[src/rtl/adder_pipe_pkg.sv]
// Shared constants and helpers for the chunked pipelined adder.
// Chunk width is derived here so the top and any wrapper agree on it.
package adder_pipe_pkg;

  localparam int MIN_WIDTH = 2;

  function automatic int chunk_w(input int width, input int stages);
    return width / stages;
  endfunction

  // A legal configuration splits WIDTH into STAGES equal, non-empty chunks.
  function automatic bit cfg_legal(input int width, input int stages);
    return (width >= MIN_WIDTH) && (stages >= 1) && (stages <= width) &&
           ((width % stages) == 0);
  endfunction

endpackage

[src/rtl/adder_chunk.sv]
// CHUNK-bit combinational ripple-carry adder; one instance per pipeline stage.
module adder_chunk
  import adder_pipe_pkg::*;
#(
  parameter int CHUNK = 4
) (
  input  logic [CHUNK-1:0] a,
  input  logic [CHUNK-1:0] b,
  input  logic             ci,
  output logic [CHUNK-1:0] s,
  output logic             co
);

  logic [CHUNK:0] c;

  always_comb begin
    c    = '0;
    s    = '0;
    c[0] = ci;
    for (int i = 0; i < CHUNK; i++) begin
      s[i]   = a[i] ^ b[i] ^ c[i];
      c[i+1] = (a[i] & b[i]) | (c[i] & (a[i] ^ b[i]));
    end
    co = c[CHUNK];
  end

endmodule

[src/rtl/adder_pipe.sv]
// Pipelined WIDTH-bit adder, one CHUNK-bit slice per stage with valid/ready flow.
// Optional ADDER_PIPE_OVF_EN adds a signed-overflow output aligned with sum.
module adder_pipe
  import adder_pipe_pkg::*;
#(
  parameter int WIDTH  = 16,
  parameter int STAGES = 4
) (
  input  logic             clk,
  input  logic             rst_n,
  input  logic [WIDTH-1:0] a,
  input  logic [WIDTH-1:0] b,
  input  logic             ci,
  input  logic             in_valid,
  output logic             in_ready,
  output logic [WIDTH-1:0] sum,
  output logic             co,
  output logic             out_valid,
  input  logic             out_ready
`ifdef ADDER_PIPE_OVF_EN
  ,
  output logic             ovf
`endif
);

  localparam int CHUNK  = chunk_w(WIDTH, STAGES);
  localparam bit CFG_OK = cfg_legal(WIDTH, STAGES);

  generate
    if (!CFG_OK) begin : g_bad_cfg
      $error("adder_pipe: WIDTH must be >= 2 and divisible by STAGES");
    end
  endgenerate

  logic [STAGES-1:0]            vld_q, vld_d, ld, src_vld;
  logic [STAGES-1:0]            c_q, c_d, c_src, c_out;
  logic [STAGES-1:0][WIDTH-1:0] a_q, a_d, b_q, b_d, s_q, s_d;
  logic [STAGES-1:0][WIDTH-1:0] a_src, b_src, s_src;
  logic [STAGES-1:0][CHUNK-1:0] ch_s;

  // Load chain: a stage may load if it is empty or its contents move on
  // this cycle; ripples combinationally back from out_ready.
  always_comb begin
    ld = '0;
    ld[STAGES-1] = !vld_q[STAGES-1] || out_ready;
    for (int k = STAGES - 2; k >= 0; k--)
      ld[k] = !vld_q[k] || ld[k+1];
  end

  // Each stage is fed by the previous stage's skew registers.
  always_comb begin
    a_src      = '0;
    b_src      = '0;
    s_src      = '0;
    c_src      = '0;
    src_vld    = '0;
    a_src[0]   = a;
    b_src[0]   = b;
    c_src[0]   = ci;
    src_vld[0] = in_valid;
    for (int k = 1; k < STAGES; k++) begin
      a_src[k]   = a_q[k-1];
      b_src[k]   = b_q[k-1];
      s_src[k]   = s_q[k-1];
      c_src[k]   = c_q[k-1];
      src_vld[k] = vld_q[k-1];
    end
  end

  generate
    for (genvar k = 0; k < STAGES; k++) begin : g_stage
      adder_chunk #(.CHUNK(CHUNK)) u_chunk (
        .a  (a_src[k][k*CHUNK +: CHUNK]),
        .b  (b_src[k][k*CHUNK +: CHUNK]),
        .ci (c_src[k]),
        .s  (ch_s[k]),
        .co (c_out[k])
      );
    end
  endgenerate

  // Data registers only capture when a real transaction arrives, so empty
  // stages keep their contents frozen.
  always_comb begin
    vld_d = vld_q;
    a_d   = a_q;
    b_d   = b_q;
    s_d   = s_q;
    c_d   = c_q;
    for (int k = 0; k < STAGES; k++) begin
      if (ld[k]) vld_d[k] = src_vld[k];
      if (ld[k] && src_vld[k]) begin
        a_d[k] = a_src[k];
        b_d[k] = b_src[k];
        s_d[k] = s_src[k];
        s_d[k][k*CHUNK +: CHUNK] = ch_s[k];
        c_d[k] = c_out[k];
      end
    end
  end

  always_ff @(posedge clk or negedge rst_n) begin
    if (!rst_n) begin
      vld_q <= '0;
      a_q   <= '0;
      b_q   <= '0;
      s_q   <= '0;
      c_q   <= '0;
    end else begin
      vld_q <= vld_d;
      a_q   <= a_d;
      b_q   <= b_d;
      s_q   <= s_d;
      c_q   <= c_d;
    end
  end

  assign in_ready  = ld[0];
  assign out_valid = vld_q[STAGES-1];
  assign sum       = s_q[STAGES-1];
  assign co        = c_q[STAGES-1];

`ifdef ADDER_PIPE_OVF_EN
  assign ovf = (a_q[STAGES-1][WIDTH-1] == b_q[STAGES-1][WIDTH-1]) &&
               (s_q[STAGES-1][WIDTH-1] != a_q[STAGES-1][WIDTH-1]);
`endif

  // Last-stage operand copies only feed the optional overflow flag.
  logic unused_ops;
  assign unused_ops = ^{a_q[STAGES-1], b_q[STAGES-1]};

endmodule

[config.mk]
export PLATFORM = sky130hd
export DESIGN_NAME = adder_pipe
export DESIGN_NICKNAME = d
export VERILOG_FILES = /design/src/rtl/adder_pipe_pkg.sv /design/src/rtl/adder_chunk.sv /design/src/rtl/adder_pipe.sv
export SDC_FILE = /design/constraint.sdc
export NUM_CORES = 1
export LEC_CHECK = 0
export ABC_AREA = 1
export BUFFER_PORTS_ARGS = -buffer_cell sky130_fd_sc_hd__buf_2
export CAP_MARGIN = 20
export CORE_ASPECT_RATIO = 0.7
export CORE_MARGIN = 5
export CORE_UTILIZATION = 50
export CTS_CLUSTER_SIZE = 25
export DETAILED_ROUTE_END_ITERATION = 8
export PLACE_DENSITY = 0.74
export SLEW_MARGIN = 40
export SYNTH_ARGS = -nofsm -noshare
export SYNTH_HDL_FRONTEND = slang
export SYNTH_SLANG_ARGS = --single-unit
[constraint.sdc]
create_clock -name clk -period 5.6 [get_ports clk]
set_clock_uncertainty 0.1 [all_clocks]
set_input_delay 0.84 -clock clk [delete_from_list [all_inputs] [get_ports clk]]
set_output_delay 0.84 -clock clk [all_outputs]
set_load 0.05 [all_outputs]
After elaboration in Yosys (flattened, before gate mapping)
Index checks and enable logic that the tools add are counted.
{"block": "word_totals", "ff_bits": 144, "elab_cells": 110, "out_inout_bits": 19, "in_bits": 37}
{"block": "op_classes", "reduce_logical": 12, "bitwise_logic": 80}
{"operator": "1-bit bitwise AND", "n": 32}
{"operator": "1-bit XOR", "n": 32}
{"operator": "1-bit bitwise OR", "n": 16}
{"operator": "1-bit logical AND", "n": 4}
{"operator": "1-bit zero test", "n": 4}
{"operator": "1-bit logical OR", "n": 4}

Longest topological paths before layout
{"block": "depth", "word_depth": 9, "mapped_depth": 10, "depth_no_buf": 10}

By module
From an unflattened synthesis, not the netlist that was laid out.
{"block": "unflattened", "hier_cells": 485, "hier_area_um2": 4395.5}
{"mod": "adder_pipe", "area_per_inst_um2": 3925.0, "cells_per_inst": 429, "instances": 1}
{"mod": "adder_chunk", "area_per_inst_um2": 117.6, "cells_per_inst": 14, "instances": 4}

Least setup slack after synthesis
Ideal clock, no wire load.
{"block": "synth_timing", "path_type": "in2reg", "from": "input port a[0]", "to": "register s_q[3] (netlist name)", "n_path_buf": 0, "stages": 10, "setup_slack_ns": 2.946, "t_arrival_ns": 2.487, "setup_ns": 0.067, "t_required_ns": 5.433, "path_cell_list": "fa_1 -> inv_1 -> fa_1 -> inv_1 -> fa_1 -> inv_1 -> fa_1 -> inv_1 -> nand3_1 -> nand2_1"}
{"block": "synth_via", "elab_chain_len": 8}
{"item": "start: declaration", "line": "adder_pipe.sv:11", "rtl": "input logic [WIDTH-1:0] a,"}
{"item": "1-bit XOR", "line": "adder_chunk.sv:22", "rtl": "c[i+1] = (a[i] & b[i]) | (c[i] & (a[i] ^ b[i]));"}
{"item": "1-bit bitwise AND", "line": "adder_chunk.sv:22"}
{"item": "1-bit bitwise OR *", "line": "adder_chunk.sv:22"}
{"item": "1-bit bitwise AND *", "line": "adder_chunk.sv:22"}
{"item": "1-bit bitwise OR *", "line": "adder_chunk.sv:22"}
{"item": "1-bit bitwise AND *", "line": "adder_chunk.sv:22"}
{"item": "1-bit bitwise OR *", "line": "adder_chunk.sv:22"}
{"item": "1-bit XOR *", "line": "adder_chunk.sv:21", "rtl": "s[i] = a[i] ^ b[i] ^ c[i];"}
{"item": "end signal: assignment", "line": "adder_pipe.sv:107", "rtl": "s_q <= '0;"}
{"item": "end signal: assignment", "line": "adder_pipe.sv:113", "rtl": "s_q <= s_d;"}
{"item": "end: declaration", "line": "adder_pipe.sv:37", "rtl": "logic [STAGES-1:0][WIDTH-1:0] a_q, a_d, b_q, b_d, s_q, s_d;"}
Every way passes the cells marked *; elsewhere a longest branch is shown, timed or not.
A chain may end at the register's enable or synchronous reset.

Worst setup path after layout
{"block": "layout_timing", "from": "register vld_q[0]", "to": "output port in_ready"}
{"block": "layout_via", "elab_chain_len": 2}
{"item": "start: declaration", "line": "adder_pipe.sv:35", "rtl": "logic [STAGES-1:0] vld_q, vld_d, ld, src_vld;"}
{"item": "start signal: assignment", "line": "adder_pipe.sv:110", "rtl": "vld_q <= vld_d;"}
{"item": "1-bit zero test", "line": "adder_pipe.sv:47", "rtl": "ld[k] = !vld_q[k] || ld[k+1];"}
{"item": "1-bit logical OR", "line": "adder_pipe.sv:47"}
{"item": "end: declaration", "line": "adder_pipe.sv:15", "rtl": "output logic in_ready,"}
Every way passes these cells.

==> results summary <==
The clock buffer count from CTS came out at 9. Setup repair after global routing left no endpoint under its margin. The largest single stage delay on the critical path is 0.63 ns. The depth of the most critical reg-to-reg path came out at 8. The deepest clock path buffer count is 2. 56 I/O pins were placed. The worst slew margin relative to its limit came out at 0.540. In this run the critical register-to-register path is captured at s_q[23]. The number of distinct library cells after synthesis came out at 17. Wires add up to 7700 µm. The critical path starts at vld_q[0]. The residual antenna-violating net count after detailed routing came out at 0. The data required time at the worst endpoint is 4.66 ns. The maximum vdd drop came out at 0.167 mV. The starting density of the core is 0.509. The number of pins with negative max-slew slack in the final report came to 0. The floorplan row count came out at 28. The post-synthesis cell area is 4280 µm².

The TritonCTS sink count is 96. The final cell utilization of the core is 0.564. The library cells used most frequently in the layout, excluding fill and tap cells, are sky130_fd_sc_hd__nand2_1, sky130_fd_sc_hd__dfrtp_1, sky130_fd_sc_hd__nand3_1. The timing-limited maximum frequency is 359 MHz. The average detailed-routed wire length per instance is 12.9 µm. Once the clock tree was built, the resizer swapped 0 gates to a different size. The total number of H-tree levels came out at 3. The critical path arrival came out at 1.84 ns. The initial antenna violation count is 0.

In the global route stage, overall resource usage came out at 0.161. The final RePlAce weighted congestion is 0.757. The number of input and output port buffers inserted came out at 55. During synthesis, Yosys emitted a total of 0 warnings. The transition time at the pin with the least slew margin came out at 0.691 ns. The final hold slack came out at 0.299 ns.

The total number of nets in the final design came out at 541. The flow ran to the end, and the final reports show no timing, DRC or antenna violations. The HPWL reported at the end of detailed placement is 5420 µm. After clock tree synthesis, the clock-pin slew on the worst setup and hold paths is 0.06 ns. STA classifies the critical path endpoint as an output pin.

The number of hold-repair buffers added at the cts stage came out at 0. The worst setup path is launched from a flop. TritonCTS built the clock tree.

The flip-flop and latch count after synthesis is 96. The first global-routing pass estimated 13500 µm of wire. The largest individual stage delay along the critical path comes from the cell sky130_fd_sc_hd__dfrtp_1. The clock period could shrink to 2.78 ns.

The clock tree root buffer cell is sky130_fd_sc_hd__clkbuf_16. The DRC violation total after the first TritonRoute iteration came out at 193. The post-synthesis average cell area came out at 9.24 µm². The first-pass iteration count of the detailed router came out at 4.

The width of the die is 121 µm. The max-capacitance violation count came out at 0. The fraction of final layout cells sized beyond drive strength 1 is 0.157.

The floorplan core area is 8410 µm². The later-pin clock latency in the skew report is 0.34 ns. Summed over all cells, the static leakage comes to 2.59 nW. In the finished design, the share of the clock period the worst path needs comes to 0.497.

The total setup buffers inserted after CTS is 0. The worst register-to-register path begins at a_q[4]. The placed instance area is 4440 µm².

The vertical die dimension is 87.4 µm. The sequential cell area fraction in the yosys report came out at 0.562. The die covers 10500 µm². The type of the worst setup path is flop to output pin.

The setup TNS is 0 ns. The critical path ends at in_ready. The antenna diode count came out at 0. The register-to-register setup slack came out at 3.27 ns.

The final number of setup-violating endpoints is 0. Power spread over the standard cell area amounts to 528 nW/µm². Summed over all layers, the global routing overflow is 0.

The number of standard cells after synthesis is 463. The number of hold violations in the final report came out at 0. After detailed routing, the number of vias per cell comes to 4.86. The synthesis-to-finish area growth is 11.0%.

The overall power of the completed layout came out at 2.51 mW. Walking the worst path, the cells encountered are nand4_1 > buf_4 > buf_2. Counting every net in the synthesized netlist gives 516. The worst hold path belongs to the class primary input to asynchronous set/reset pin. After detailed routing, the number of remaining DRC violations is 0.

The maximum number of pins on one net before global-route repair came out at 71. The number of vias after detailed routing is 2899. The library cell used most frequently in the layout, excluding fill and tap cells, is sky130_fd_sc_hd__nand2_1. The highest net fanout along the worst path is 32. The number of global-route vias before repair was 2843. The final instance area is 4750 µm².
[flip-flops by register name (all words and copies together) (netlist names)]
name	cells
a_q	24
b_q	24
s_q	24
sum	16
c_q	4
vld_q	4
[synthesized netlist by cell type, drive strengths merged]
master | number | area share
buf | 36 | 0.056
o21ai | 9 | 0.011
inv | 33 | 0.029
dfrtp | 96 | 0.56
a21oi | 4 | 0.0047
nand4 | 1 | 0.0015
fa | 16 | 0.075
clkbuf | 7 | 0.0061
nand3 | 80 | 0.095
nor2 | 5 | 0.0061
nand2 | 176 | 0.16
[worst max-delay path: cells and delay by family (launching register included)]
| kind | cells | cell delay, ns |
|---|---|---|
| flops | 1 | 0.63 |
| simple gates | 1 | 0.21 |
| buf+inv | 2 | 0.65 |
[worst min path at each step]
stage | endpoint | start | cells after the start
after floorplan | a_q[25] | a_q[25] | 2
after global placement | sum[6] | sum[6] | 2
after detailed placement | sum[11] | sum[11] | 2
after CTS | sum[2] | rst_n | 1
after global routing | sum[15] | rst_n | 1
final | sum[2] | rst_n | 1
[logic make-up (layout without fill, tap and decap cells)]
kind of cell | after synthesis | count (layout) | share of synthesized area
AND/OR/NAND/NOR | 262 | 262 | 0.257
flip-flops | 96 | 96 | 0.562
buffers and inverters | 76 | 105 | 0.0907
adder cells (fa/ha/maj) | 16 | 16 | 0.0749
AO/OA/AOI/OAI | 13 | 13 | 0.0152
[cell type report]
class / count / area [µm²]
fillers: 767 / 3660
flip-flops and latches: 96 / 2400
multi-input cells: 291 / 1490
repair buffers: 57 / 297
clock buffers: 11 / 243
well taps: 105 / 131
inverters: 33 / 124
clock inverters: 4 / 55.1
[power by group]
| group | leakage, nW | total (mW) | switching, mW | internal [mW] |
|---|---|---|---|---|
| clock | 0.142 | 0.604 | 0.247 | 0.357 |
| combinational | 1.26 | 0.813 | 0.564 | 0.248 |
| sequential | 1.19 | 1.09 | 0.163 | 0.927 |
| total | 2.59 | 2.51 | 0.974 | 1.53 |
[layer usage]
| metal | track usage | vias up | share of wire | wire length (µm) |
|---|---|---|---|---|
| met3 | 0.0435 | 6 | 0.048 | 372 |
| met4 | 0.0401 | 0 | 0.0070 | 54 |
| met5 | 0 | - | 0 | 0 |
| li1 | - | 1481 | - | - |
| met2 | 0.213 | 71 | 0.40 | 3100 |
| met1 | 0.258 | 1341 | 0.54 | 4160 |
[per-stage QoR]
step                      cells  setup WS [ns]
after floorplan             463           2.95
after global placement      582           2.78
after detailed placement    582           2.76
after CTS                   597           2.83
after global routing        597           2.72
final                       597           2.82
No activity file was read; power rests on OpenSTA's default activity.
